[src/rtl/dcp_frame_sequencer_if.sv]
`default_nettype none
// ============================================================================
// Module   : dcp_frame_sequencer_if
// Purpose  : Groups the frame-sequencer control and status signals.
//            The slave modport is the sequencer's view; the master modport
//            is the view of the surrounding AXI4-Stream top level.
// Signals  : start, in_beat, out_beat, ale_done      (master -> slave)
//            ale_clear, ale_enable, te_enable, m_tlast, o_intr,
//            frame_done, busy, phase[1:0], overrun, timeout,
//            in_count[CNT_W-1:0]                     (slave -> master)
// Revision : 1.0 - initial release
// ============================================================================
interface dcp_frame_sequencer_if #(
   parameter int CNT_W = 20
);
   logic             start;
   logic             in_beat;
   logic             out_beat;
   logic             ale_done;
   logic             ale_clear;
   logic             ale_enable;
   logic             te_enable;
   logic             m_tlast;
   logic             o_intr;
   logic             frame_done;
   logic             busy;
   logic [1:0]       phase;
   logic             overrun;
   logic             timeout;
   logic [CNT_W-1:0] in_count;

   modport master (
      output start, in_beat, out_beat, ale_done,
      input  ale_clear, ale_enable, te_enable, m_tlast, o_intr,
             frame_done, busy, phase, overrun, timeout, in_count
   );

   modport slave (
      input  start, in_beat, out_beat, ale_done,
      output ale_clear, ale_enable, te_enable, m_tlast, o_intr,
             frame_done, busy, phase, overrun, timeout, in_count
   );
endinterface
`default_nettype wire

[src/rtl/dcp_frame_sequencer.sv]
`default_nettype none
// ============================================================================
// Module   : dcp_frame_sequencer
// Purpose  : Two-pass frame controller for the DCP haze-removal datapath.
//            Pass 1 streams a frame through atmospheric light estimation,
//            waits for its result, then interrupts so the DMA replays the
//            frame. Pass 2 streams the replay through transmission
//            estimation / scene recovery, counts output beats, drives TLAST
//            and flags frame completion.
// Ports    : clk      - system clock
//            rst      - asynchronous active-high reset
//            bus      - dcp_frame_sequencer_if.slave (control in, status out)
// Revision : 1.0 - initial release
// ============================================================================
module dcp_frame_sequencer #(
   parameter int IMG_WIDTH   = 512,
   parameter int IMG_HEIGHT  = 512,
   parameter int CNT_W       = 20,
   parameter int ALE_TIMEOUT = 4096
) (
   input  wire                    clk,
   input  wire                    rst,
   dcp_frame_sequencer_if.slave   bus
);

   localparam int               c_wd_w        = (ALE_TIMEOUT > 2) ? $clog2(ALE_TIMEOUT) : 1;
   localparam logic [CNT_W-1:0] c_frame_beats = CNT_W'(IMG_WIDTH * IMG_HEIGHT);
   localparam logic [CNT_W-1:0] c_last_beat   = CNT_W'(IMG_WIDTH * IMG_HEIGHT - 1);
   localparam logic [c_wd_w-1:0] c_wdog_last  = c_wd_w'(ALE_TIMEOUT - 1);

   localparam logic [2:0] S_IDLE     = 3'd0;
   localparam logic [2:0] S_ALE      = 3'd1;
   localparam logic [2:0] S_ALE_WAIT = 3'd2;
   localparam logic [2:0] S_TE       = 3'd3;
   localparam logic [2:0] S_ERR      = 3'd4;

   // state and registered outputs
   logic [2:0]        r_state;
   logic [CNT_W-1:0]  r_in_count;
   logic [CNT_W-1:0]  r_out_count;
   logic [c_wd_w-1:0] r_wdog;
   logic              r_ale_clear;
   logic              r_ale_enable;
   logic              r_te_enable;
   logic              r_o_intr;
   logic              r_frame_done;
   logic              r_busy;
   logic [1:0]        r_phase;
   logic              r_overrun;
   logic              r_timeout;

   // next-state values
   logic [2:0]        w_state_next;
   logic [CNT_W-1:0]  w_in_count_next;
   logic [CNT_W-1:0]  w_out_count_next;
   logic [c_wd_w-1:0] w_wdog_next;
   logic              w_ale_clear_next;
   logic              w_ale_enable_next;
   logic              w_te_enable_next;
   logic              w_o_intr_next;
   logic              w_frame_done_next;
   logic              w_busy_next;
   logic [1:0]        w_phase_next;
   logic              w_overrun_next;
   logic              w_timeout_next;

   always_ff @(posedge clk or posedge rst) begin
      if (rst) begin
         r_state      <= S_IDLE;
         r_in_count   <= '0;
         r_out_count  <= '0;
         r_wdog       <= '0;
         r_ale_clear  <= 1'b0;
         r_ale_enable <= 1'b0;
         r_te_enable  <= 1'b0;
         r_o_intr     <= 1'b0;
         r_frame_done <= 1'b0;
         r_busy       <= 1'b0;
         r_phase      <= 2'd0;
         r_overrun    <= 1'b0;
         r_timeout    <= 1'b0;
      end else begin
         r_state      <= w_state_next;
         r_in_count   <= w_in_count_next;
         r_out_count  <= w_out_count_next;
         r_wdog       <= w_wdog_next;
         r_ale_clear  <= w_ale_clear_next;
         r_ale_enable <= w_ale_enable_next;
         r_te_enable  <= w_te_enable_next;
         r_o_intr     <= w_o_intr_next;
         r_frame_done <= w_frame_done_next;
         r_busy       <= w_busy_next;
         r_phase      <= w_phase_next;
         r_overrun    <= w_overrun_next;
         r_timeout    <= w_timeout_next;
      end
   end

   always_comb begin
      w_state_next      = r_state;
      w_in_count_next   = r_in_count;
      w_out_count_next  = r_out_count;
      w_wdog_next       = r_wdog;
      w_overrun_next    = r_overrun;
      w_timeout_next    = r_timeout;
      w_ale_clear_next  = 1'b0;
      w_o_intr_next     = 1'b0;
      w_frame_done_next = 1'b0;

      case (r_state)
         S_IDLE, S_ERR: begin
            if (bus.start) begin
               w_state_next     = S_ALE;
               w_in_count_next  = '0;
               w_out_count_next = '0;
               w_overrun_next   = 1'b0;
               w_timeout_next   = 1'b0;
               w_ale_clear_next = 1'b1;
            end
         end

         S_ALE: begin
            if (bus.in_beat) begin
               if (r_in_count < c_frame_beats) begin
                  w_in_count_next = r_in_count + CNT_W'(1);
               end
               if (r_in_count == c_last_beat) begin
                  w_state_next = S_ALE_WAIT;
                  w_wdog_next  = '0;
               end
            end
         end

         S_ALE_WAIT: begin
            // The whole frame has already been consumed; extra beats are
            // flagged but never counted.
            if (bus.in_beat) begin
               w_overrun_next = 1'b1;
            end
            if (bus.ale_done) begin
               w_state_next    = S_TE;
               w_in_count_next = '0;
               w_o_intr_next   = 1'b1;
            end else if (r_wdog == c_wdog_last) begin
               w_state_next   = S_ERR;
               w_timeout_next = 1'b1;
            end else begin
               w_wdog_next = r_wdog + c_wd_w'(1);
            end
         end

         S_TE: begin
            if (bus.in_beat) begin
               if (r_in_count < c_frame_beats) begin
                  w_in_count_next = r_in_count + CNT_W'(1);
               end else begin
                  w_overrun_next = 1'b1;
               end
            end
            if (bus.out_beat) begin
               if (r_out_count < c_frame_beats) begin
                  w_out_count_next = r_out_count + CNT_W'(1);
               end
               if (r_out_count == c_last_beat) begin
                  w_state_next      = S_IDLE;
                  w_frame_done_next = 1'b1;
                  // Keeps the interrupt a single-cycle pulse even for a
                  // one-beat frame, where the pass-2 entry pulse is still high.
                  w_o_intr_next     = ~r_o_intr;
               end
            end
         end

         default: begin
            w_state_next = S_IDLE;
         end
      endcase

      w_ale_enable_next = (w_state_next == S_ALE);
      w_te_enable_next  = (w_state_next == S_TE);
      w_busy_next       = (w_state_next != S_IDLE);
      case (w_state_next)
         S_ALE, S_ALE_WAIT: w_phase_next = 2'd1;
         S_TE:              w_phase_next = 2'd2;
         S_ERR:             w_phase_next = 2'd3;
         default:           w_phase_next = 2'd0;
      endcase
   end

   assign bus.ale_clear  = r_ale_clear;
   assign bus.ale_enable = r_ale_enable;
   assign bus.te_enable  = r_te_enable;
   assign bus.o_intr     = r_o_intr;
   assign bus.frame_done = r_frame_done;
   assign bus.busy       = r_busy;
   assign bus.phase      = r_phase;
   assign bus.overrun    = r_overrun;
   assign bus.timeout    = r_timeout;
   assign bus.in_count   = r_in_count;

   // TLAST follows the current output beat so it lines up with that beat.
   assign bus.m_tlast = bus.out_beat & (r_state == S_TE) & (r_out_count == c_last_beat);

endmodule
`default_nettype wire

[src/flat_wrapper.sv]
// flat-port wrapper written by rule: the top's interface ports become plain ports
module dcp_frame_sequencer_flat 
#(
   parameter int IMG_WIDTH   = 512,
   parameter int IMG_HEIGHT  = 512,
   parameter int CNT_W       = 20,
   parameter int ALE_TIMEOUT = 4096
)
  (clk, rst, bus_start, bus_in_beat, bus_out_beat, bus_ale_done, bus_ale_clear, bus_ale_enable, bus_te_enable, bus_m_tlast, bus_o_intr, bus_frame_done, bus_busy, bus_phase, bus_overrun, bus_timeout, bus_in_count);
  dcp_frame_sequencer_if #(.CNT_W(CNT_W)) bus_i ();
  input  wire clk;
  input  wire rst;
  input wire logic [$bits(bus_i.start)-1:0] bus_start;
  input wire logic [$bits(bus_i.in_beat)-1:0] bus_in_beat;
  input wire logic [$bits(bus_i.out_beat)-1:0] bus_out_beat;
  input wire logic [$bits(bus_i.ale_done)-1:0] bus_ale_done;
  output wire logic [$bits(bus_i.ale_clear)-1:0] bus_ale_clear;
  output wire logic [$bits(bus_i.ale_enable)-1:0] bus_ale_enable;
  output wire logic [$bits(bus_i.te_enable)-1:0] bus_te_enable;
  output wire logic [$bits(bus_i.m_tlast)-1:0] bus_m_tlast;
  output wire logic [$bits(bus_i.o_intr)-1:0] bus_o_intr;
  output wire logic [$bits(bus_i.frame_done)-1:0] bus_frame_done;
  output wire logic [$bits(bus_i.busy)-1:0] bus_busy;
  output wire logic [$bits(bus_i.phase)-1:0] bus_phase;
  output wire logic [$bits(bus_i.overrun)-1:0] bus_overrun;
  output wire logic [$bits(bus_i.timeout)-1:0] bus_timeout;
  output wire logic [$bits(bus_i.in_count)-1:0] bus_in_count;
  assign bus_i.start = bus_start;
  assign bus_i.in_beat = bus_in_beat;
  assign bus_i.out_beat = bus_out_beat;
  assign bus_i.ale_done = bus_ale_done;
  assign bus_ale_clear = bus_i.ale_clear;
  assign bus_ale_enable = bus_i.ale_enable;
  assign bus_te_enable = bus_i.te_enable;
  assign bus_m_tlast = bus_i.m_tlast;
  assign bus_o_intr = bus_i.o_intr;
  assign bus_frame_done = bus_i.frame_done;
  assign bus_busy = bus_i.busy;
  assign bus_phase = bus_i.phase;
  assign bus_overrun = bus_i.overrun;
  assign bus_timeout = bus_i.timeout;
  assign bus_in_count = bus_i.in_count;
  dcp_frame_sequencer #(.IMG_WIDTH(IMG_WIDTH), .IMG_HEIGHT(IMG_HEIGHT), .CNT_W(CNT_W), .ALE_TIMEOUT(ALE_TIMEOUT)) u_core (.clk(clk), .rst(rst), .bus(bus_i));
endmodule
[config.mk]
export PLATFORM = sky130hd
export DESIGN_NAME = dcp_frame_sequencer_flat
export DESIGN_NICKNAME = d
export VERILOG_FILES = /design/src/rtl/dcp_frame_sequencer_if.sv /design/src/rtl/dcp_frame_sequencer.sv /design/src/flat_wrapper.sv
export SDC_FILE = /design/constraint.sdc
export NUM_CORES = 1
export LEC_CHECK = 0
export BUFFER_PORTS_ARGS = -buffer_cell sky130_fd_sc_hd__buf_4
export CORE_MARGIN = 2
export CORE_UTILIZATION = 40
export CTS_CLUSTER_SIZE = 25
export DETAILED_ROUTE_END_ITERATION = 8
export PLACE_DENSITY_LB_ADDON = 0.05
export SLEW_MARGIN = 20
export SYNTH_ARGS = -nofsm -noshare
export SYNTH_HDL_FRONTEND = slang
export SYNTH_SLANG_ARGS = --single-unit
[constraint.sdc]
create_clock -name clk -period 5.7 [get_ports clk]
set_input_delay 0.57 -clock clk [delete_from_list [all_inputs] [get_ports clk]]
set_output_delay 0.57 -clock clk [all_outputs]
set_load 0.005 [all_outputs]
==> impl_metrics.json, run 1 <==
{
  "route.detailed.wl_per_inst_microns": 14.7,
  "cts_tree": "yes",
  "p_int_mw": 0.679,
  "status": "finished, final reports clean",
  "fin_crit_sh_pct": 41.7,
  "syn_nets": 341,
  "rsz0062_at_grt": "no",
  "path_class": "reg -> reg",
  "whs_ps": 466,
  "cts_buffers": 9,
  "drt_wl_total_mm": 7.05,
  "slew_viol_final": 0,
  "postSynth.topFlopCell": "dfrtp_1",
  "p_sw_mw": 0.270,
  "seqPwrFrac_pct": 53.4,
  "vias": 2476,
  "start_kind": "flop",
  "finalSetupViolations": 0,
  "clock_skew_ps": 11.7,
  "cts_resized": 0,
  "clk_path_buf_depth": 2,
  "finalHoldViolCount": 0,
  "die_w_microns": 95.1,
  "gp_congestion": 0.746,
  "ant_nets": 0,
  "synthCells": 332,
  "grt_pass1_wl_mm": 11.6,
  "grt_pass1_vias": 2290,
  "placeableCoreArea_sq_mm": 0.00813,
  "fillers": 778,
  "ys_seq_area_share_pct": 49.0,
  "dp_hpwl_mm": 4.79,
  "io_buffers": 36,
  "crit_required_ps": 5930,
  "swShare_pct": 28.4,
  "critPathArrivalTime_ps": 2610,
  "dr.first_iter.drc_count": 77,
  "hold_class": "in -> async",
  "drive_gt1_share_pct": 20.1,
  "synth.yosys.warnings": 0,
  "first_pass_iters": 4,
  "place_area_sq_mm": 0.00368,
  "synth.ff_latch_count": 65,
  "fp.dieH_microns": 95.1,
  "die_area_sq_mm": 0.00904,
  "avgSynthCellArea_sq_um": 9.99,
  "period_needed_ps": 2380,
  "numClockSinks": 65,
  "cts_max_level": 3,
  "io_pins": 37,
  "overflow": 0,
  "post_cts_buffers": 0,
  "syn2layout_area_growth_pct": 16.2,
  "cts_root_buf": "clkbuf_8",
  "start_util_pct": 40.8,
  "diodes": 0,
  "regArea_sq_mm": 0.00163,
  "synth-edff-count": 0,
  "reg2reg_depth": 6,
  "grt_max_degree": 66,
  "cts_hold_buf": 0,
  "async_flop_share_pct": 100,
  "grtUsageTotal_pct": 16.8,
  "max_cap_viol_count": 0,
  "power_frac_clock_pct": 36.4,
  "tightest_slew_ps": 814,
  "syn_area_sq_mm": 0.00332,
  "synth_cell_types": 51,
  "drc": 0,
  "crit_path_end_kind": "flop",
  "powerDensity_mw_per_mm2": 246,
  "path_max_fanout": 13,
  "final_nets": 378,
  "num_rows": 33,
  "clock_latency_ps": 350,
  "final_area_sq_mm": 0.00385,
  "routed_via_density": 5.17,
  "slew_headroom_pct": 45.7,
  "irDropWorstVdd_mv": 0.0952,
  "combinationalPowerShare_pct": 10.3,
  "finalSetupTns_ps": 0,
  "clk_pin_slew_ps": 80,
  "multi_input_area_sq_mm": 0.00161,
  "p_leak_nw": 1.68,
  "antenna_found_initial": 0,
  "max_freq_mhz": 420
}
placed cells by master (no fill, tap or decap), types with 5 or more instances in the layout:
cell type | synthesis | final
a21oi_1 | 9 | 9
nor2_1 | 53 | 53
dfrtp_1 | 65 | 65
nor4b_1 | 7 | 7
and3_1 | 7 | 7
a2111oi_2 | 5 | 5
and4_1 | 6 | 6
or3_1 | 6 | 6
nor4_1 | 11 | 11
nor3_1 | 6 | 6
o21ai_0 | 8 | 8
clkbuf_8 | 0 | 9
buf_4 | 2 | 38
nand2_1 | 32 | 32
xor2_1 | 5 | 5
xnor2_1 | 32 | 32
nand4_1 | 7 | 7
nand3_1 | 14 | 14
inv_1 | 7 | 6
worst max-delay path, stage by stage, from the launching register on:
cell and delay [ps]:
dfrtp_1 420, ha_1 210, nand3_1 100, or3_1 410, nor4_4 680, nor2_1 140
mux2_2 300
power by group through the flow:
stage | sequential [mW] | clock, mW | combinational [mW]
after floorplan | 0.511 | 0 | 0.0540
after global placement | 0.514 | 0 | 0.0988
after detailed placement | 0.515 | 0 | 0.0994
after CTS | 0.506 | 0.358 | 0.0996
after global routing | 0.511 | 0.381 | 0.111
final | 0.506 | 0.345 | 0.0974
cells in the mapped netlist (2+ instances only):
master,count,area share [%]
dfrtp_1,65,49
nor2_1,53,6.0
nand2_1,32,3.6
xnor2_1,32,8.4
nand3_1,14,2.1
nor4_1,11,2.1
a21oi_1,9,1.4
o21ai_0,8,1.2
and3_1,7,1.3
inv_1,7,0.79
nand4_1,7,1.3
nor4b_1,7,1.8
and4_1,6,1.6
buf_2,6,0.91
nor3_1,6,0.91
or3_1,6,1.1
a2111oi_2,5,2.3
xor2_1,5,1.3
nor3b_1,4,0.91
ha_1,3,1.1
nand2b_1,3,0.57
a31oi_1,2,0.38
and2_1,2,0.38
buf_1,2,0.23
buf_4,2,0.45
clkbuf_1,2,0.23
nor2b_1,2,0.38
area by class of cell:
cell class              count  area share, %
repair buffers             38           7.40
flip-flops and latches     65           42.2
clock inverters             7           1.23
multi-input cells         248           41.9
well taps                 105           3.41
inverters                   7          0.682
clock buffers               9           3.21
per-layer routing:
| metal | GRT usage, % | routed length (microns) | vias to the layer above |
|---|---|---|---|
| met2 | 23.2 | 3030 | 39 |
| met3 | 4.19 | 234 | 10 |
| met4 | 6.16 | 106 | 0 |
| li1 | - | - | 1243 |
| met1 | 25.3 | 3680 | 1184 |
| met5 | 0 | 0 | - |
final timing paths:
| kind | slack, ps | end | from |
|---|---|---|---|
| max in group asynchronous | 4700 | u_core.r_state[2] | rst |
| worst max-delay path | 3320 | u_core.r_wdog[0] | u_core.bus.in_count[0] |
| min in group clk | 490 | u_core.bus.o_intr | u_core.bus.o_intr |
| worst min register to register | 490 | u_core.bus.o_intr | u_core.bus.o_intr |
| worst min-delay path | 470 | u_core.bus.in_count[8] | rst |
| worst max register to register | 3320 | u_core.r_wdog[0] | u_core.bus.in_count[0] |
state kept, by name, indices dropped and copies added (netlist names):
signal                 cells
u_core.bus.te_enable       1
u_core.bus.frame_done      1
u_core.r_wdog             12
u_core.bus.ale_clear       1
u_core.bus.ale_enable      1
u_core.bus.in_count       20
u_core.bus.o_intr          1
u_core.bus.phase           2
u_core.bus.overrun         1
u_core.r_state             3
u_core.bus.busy            1
u_core.bus.timeout         1
u_core.r_out_count        20
kinds of logic after synthesis:
kind of cell / after synthesis / share of synthesized area, %
flops: 65 / 49.0
fa+ha+maj: 3 / 1.13
xor+xnor: 37 / 9.77
compound gates: 34 / 8.64
simple gates: 172 / 28.2
mux: 2 / 0.641
buf+inv: 19 / 2.60
per-stage QoR:
step | cells | power, mW | worst slack, ps | utilization (%)
final | 479 | 0.949 | 3320 | 47.4
after global routing | 479 | 1.00 | 3050 | 47.4
after CTS | 479 | 0.964 | 3280 | 47.4
after detailed placement | 463 | 0.615 | 3280 | 45.3
after global placement | 463 | 0.612 | 2950 | 45.2
after floorplan | 332 | 0.565 | 3500 | -
(Power assumes the default switching activity.)
==> inputs of run 2 (changes only) <==
--- a/config.mk
+++ b/config.mk
@@ -5,6 +5,7 @@
 export SDC_FILE = /design/constraint.sdc
 export NUM_CORES = 1
 export LEC_CHECK = 0
+export ABC_AREA = 1
 export BUFFER_PORTS_ARGS = -buffer_cell sky130_fd_sc_hd__buf_4
 export CORE_MARGIN = 2
 export CORE_UTILIZATION = 40
==> constraint.sdc (replaced) <==
create_clock -name clk -period 2.1 [get_ports clk]
set_input_delay 0.21 -clock clk [delete_from_list [all_inputs] [get_ports clk]]
set_output_delay 0.21 -clock clk [all_outputs]
set_load 0.005 [all_outputs]
==> run 2 against run 1 <==
Sequential cell count is the same. Critical path type is now reg -> out. Sequential share of layout area decreased by 7.2 points. Routed wire length rose by 40%. Via count rose by 48%.
==> impl_metrics.json, run 2 <==
{
  "cts_buffers": 9,
  "finalHoldViolCount": 0,
  "postSynth.topFlopCell": "dfrtp_1",
  "pre_cts_slack_ps": -68.9,
  "hold_class": "in -> reg",
  "grt_max_degree": 66,
  "finalSetupViolations": 0,
  "yosysMostFrequentCell": "nand2_1",
  "r2r_start": "u_core.bus.in_count[1]",
  "synthCells": 553,
  "clk_pin_slew_ps": 70,
  "critPathArrivalTime_ps": 1720,
  "layout_commonest_cell": "nand2_1",
  "drt_wl_total_mm": 9.85,
  "combinationalPowerShare_pct": 14.3,
  "slew_viol_final": 0,
  "fp.dieH_microns": 103,
  "rrSetupSlack_ps": 210,
  "synth.ff_latch_count": 65,
  "fillers": 1014,
  "drive_gt1_share_pct": 15.3,
  "hold_depth": 3,
  "num_rows": 36,
  "powerDensity_mw_per_mm2": 662,
  "fin_ws_ps": 168,
  "crit_required_ps": 1890,
  "overflow": 0,
  "syn_area_sq_mm": 0.00393,
  "syn_nets": 562,
  "yosys-top-cells-area": "dfrtp_1, nand2_1, nand3_1",
  "syn2layout_area_growth_pct": 18.2,
  "synth_cell_types": 36,
  "clock_skew_ps": 8.89,
  "grt_pass1_wl_mm": 16.9,
  "period_needed_ps": 1930,
  "placeableCoreArea_sq_mm": 0.00964,
  "io_buffers": 36,
  "swShare_pct": 28.4,
  "rsz0062_at_grt": "no",
  "routed_via_density": 4.95,
  "cts_tree": "yes",
  "ys_seq_area_share_pct": 41.4,
  "synth.yosys.warnings": 0,
  "cts_max_level": 3,
  "route.detailed.wl_per_inst_microns": 13.3,
  "topRoutingLayerUsed": "met4",
  "gp_congestion": 0.816,
  "p_leak_nw": 2.17,
  "synth_top_area_share_pct": 41.4,
  "avgSynthCellArea_sq_um": 7.10,
  "path_class": "reg -> out",
  "drc": 0,
  "status": "finished, final reports clean",
  "max_freq_mhz": 518,
  "worstHoldStart": "bus_ale_done",
  "met2_wirelength_mm": 4.90,
  "cts_root_buf": "clkbuf_8",
  "p_int_mw": 2.20,
  "start_kind": "flop",
  "r2r_end": "u_core.r_wdog[5]",
  "max_cap_viol_count": 0,
  "synth_top_area_cell": "dfrtp_1",
  "dp_hpwl_mm": 7.21,
  "clock_latency_ps": 340,
  "fin_crit_sh_pct": 92.0,
  "whs_ps": 159,
  "start_util_pct": 40.7,
  "antenna_found_initial": 0,
  "ant_nets": 0,
  "vias": 3671,
  "io_pins": 37,
  "die_area_sq_mm": 0.0106,
  "seqPwrFrac_pct": 47.8,
  "post_cts_buffers": 0,
  "grtUsageTotal_pct": 20.5,
  "first_pass_iters": 4,
  "slew_headroom_pct": 56.6,
  "clk_path_buf_depth": 2,
  "irDropWorstVdd_mv": 0.373,
  "met1_length_mm": 4.61,
  "grt_pass1_vias": 3487,
  "crit_path_end_kind": "output pin",
  "reg2reg_depth": 9,
  "wl_met3_microns": 269,
  "synth_common_cells": "nand2_1, nor2_1, dfrtp_1, nand3_1, inv_1",
  "hold_end": "u_core.r_state[1]",
  "numClockSinks": 65,
  "final_nets": 613,
  "synth-edff-count": 0,
  "dr.first_iter.drc_count": 133,
  "p_sw_mw": 0.873,
  "async_flop_share_pct": 100,
  "power_frac_clock_pct": 38.0,
  "final_cell_mix": "nand2_1, nor2_1, dfrtp_1",
  "die_w_microns": 103,
  "tightest_slew_ps": 649,
  "path_max_fanout": 5,
  "diodes": 0
}
## run 2: kinds of logic after synthesis
group	share of synthesized area, %
AO/OA/AOI/OAI	6.44
XOR/XNOR	2.01
adder cells (fa/ha/maj)	0.956
buffers and inverters	8.19
flip-flops	41.4
AND/OR/NAND/NOR	41.0
## run 2: what timing repair did
item                       4_1_cts  5_1_grt
resized for setup                2        3
hold endpoints to repair        65        0
hold buffers                     1        0
setup endpoints to repair        8        5
## run 2: critical path: stages (launching register included)
cell and delay (ps):
dfrtp_1 410, nand2_1 140, nor2_1 190, nand2_1 80
nor2_1 210, nand3_1 170, inv_1 90, buf_4 100
## run 2: through the flow
stage	instance area [sq um]	TNS (ps)	utilization, %	total power, mW	std cells
floorplan	3930	0	-	1.72	553
global placement	4400	-1.72	45.6	1.92	725
detailed placement	4400	-411	45.6	1.93	725
CTS	4630	0	48.0	3.12	742
global route	4640	0	48.1	3.25	742
finish	4640	0	48.1	3.07	742
## run 2: power by group through the flow
stage	clock [mW]	sequential, mW	combinational (mW)
3_5_place_dp	0	1.49	0.442
6_report	1.17	1.47	0.439
5_1_grt	1.26	1.48	0.499
2_1_floorplan	0	1.46	0.262
3_3_place_gp	0	1.49	0.435
4_1_cts	1.20	1.47	0.447
## run 2: worst max path at each step
stage / from / end / slack (ps) / cells after the start
4_1_cts: u_core.r_out_count[0] / bus_m_tlast / 70 / 8
5_1_grt: u_core.r_out_count[0] / bus_m_tlast / 20 / 8
3_5_place_dp: u_core.r_state[0] / u_core.bus.in_count[7] / -70 / 6
2_1_floorplan: rst / u_core.bus.ale_clear / 260 / 1
3_3_place_gp: u_core.r_state[0] / u_core.bus.in_count[7] / -1 / 6
6_report: u_core.r_out_count[8] / bus_m_tlast / 170 / 7
## run 2: final cells by class
cell class              instances  area, sq um  area share, %
inverters                      60          225           4.85
clock buffers                  10          128           2.75
clock inverters                 6         82.6           1.78
flip-flops and latches         65         1630           35.0
multi-input cells             415         2000           43.1
well taps                     133          166           3.59
repair buffers                 53          413           8.90
## run 2: layer usage
layer / vias to the layer above / GRT usage (%)
met4: 0 / 6.68
met5: - / 0
met3: 5 / 3.05
met1: 1728 / 27.4
met2: 45 / 34.4
li1: 1893 / -
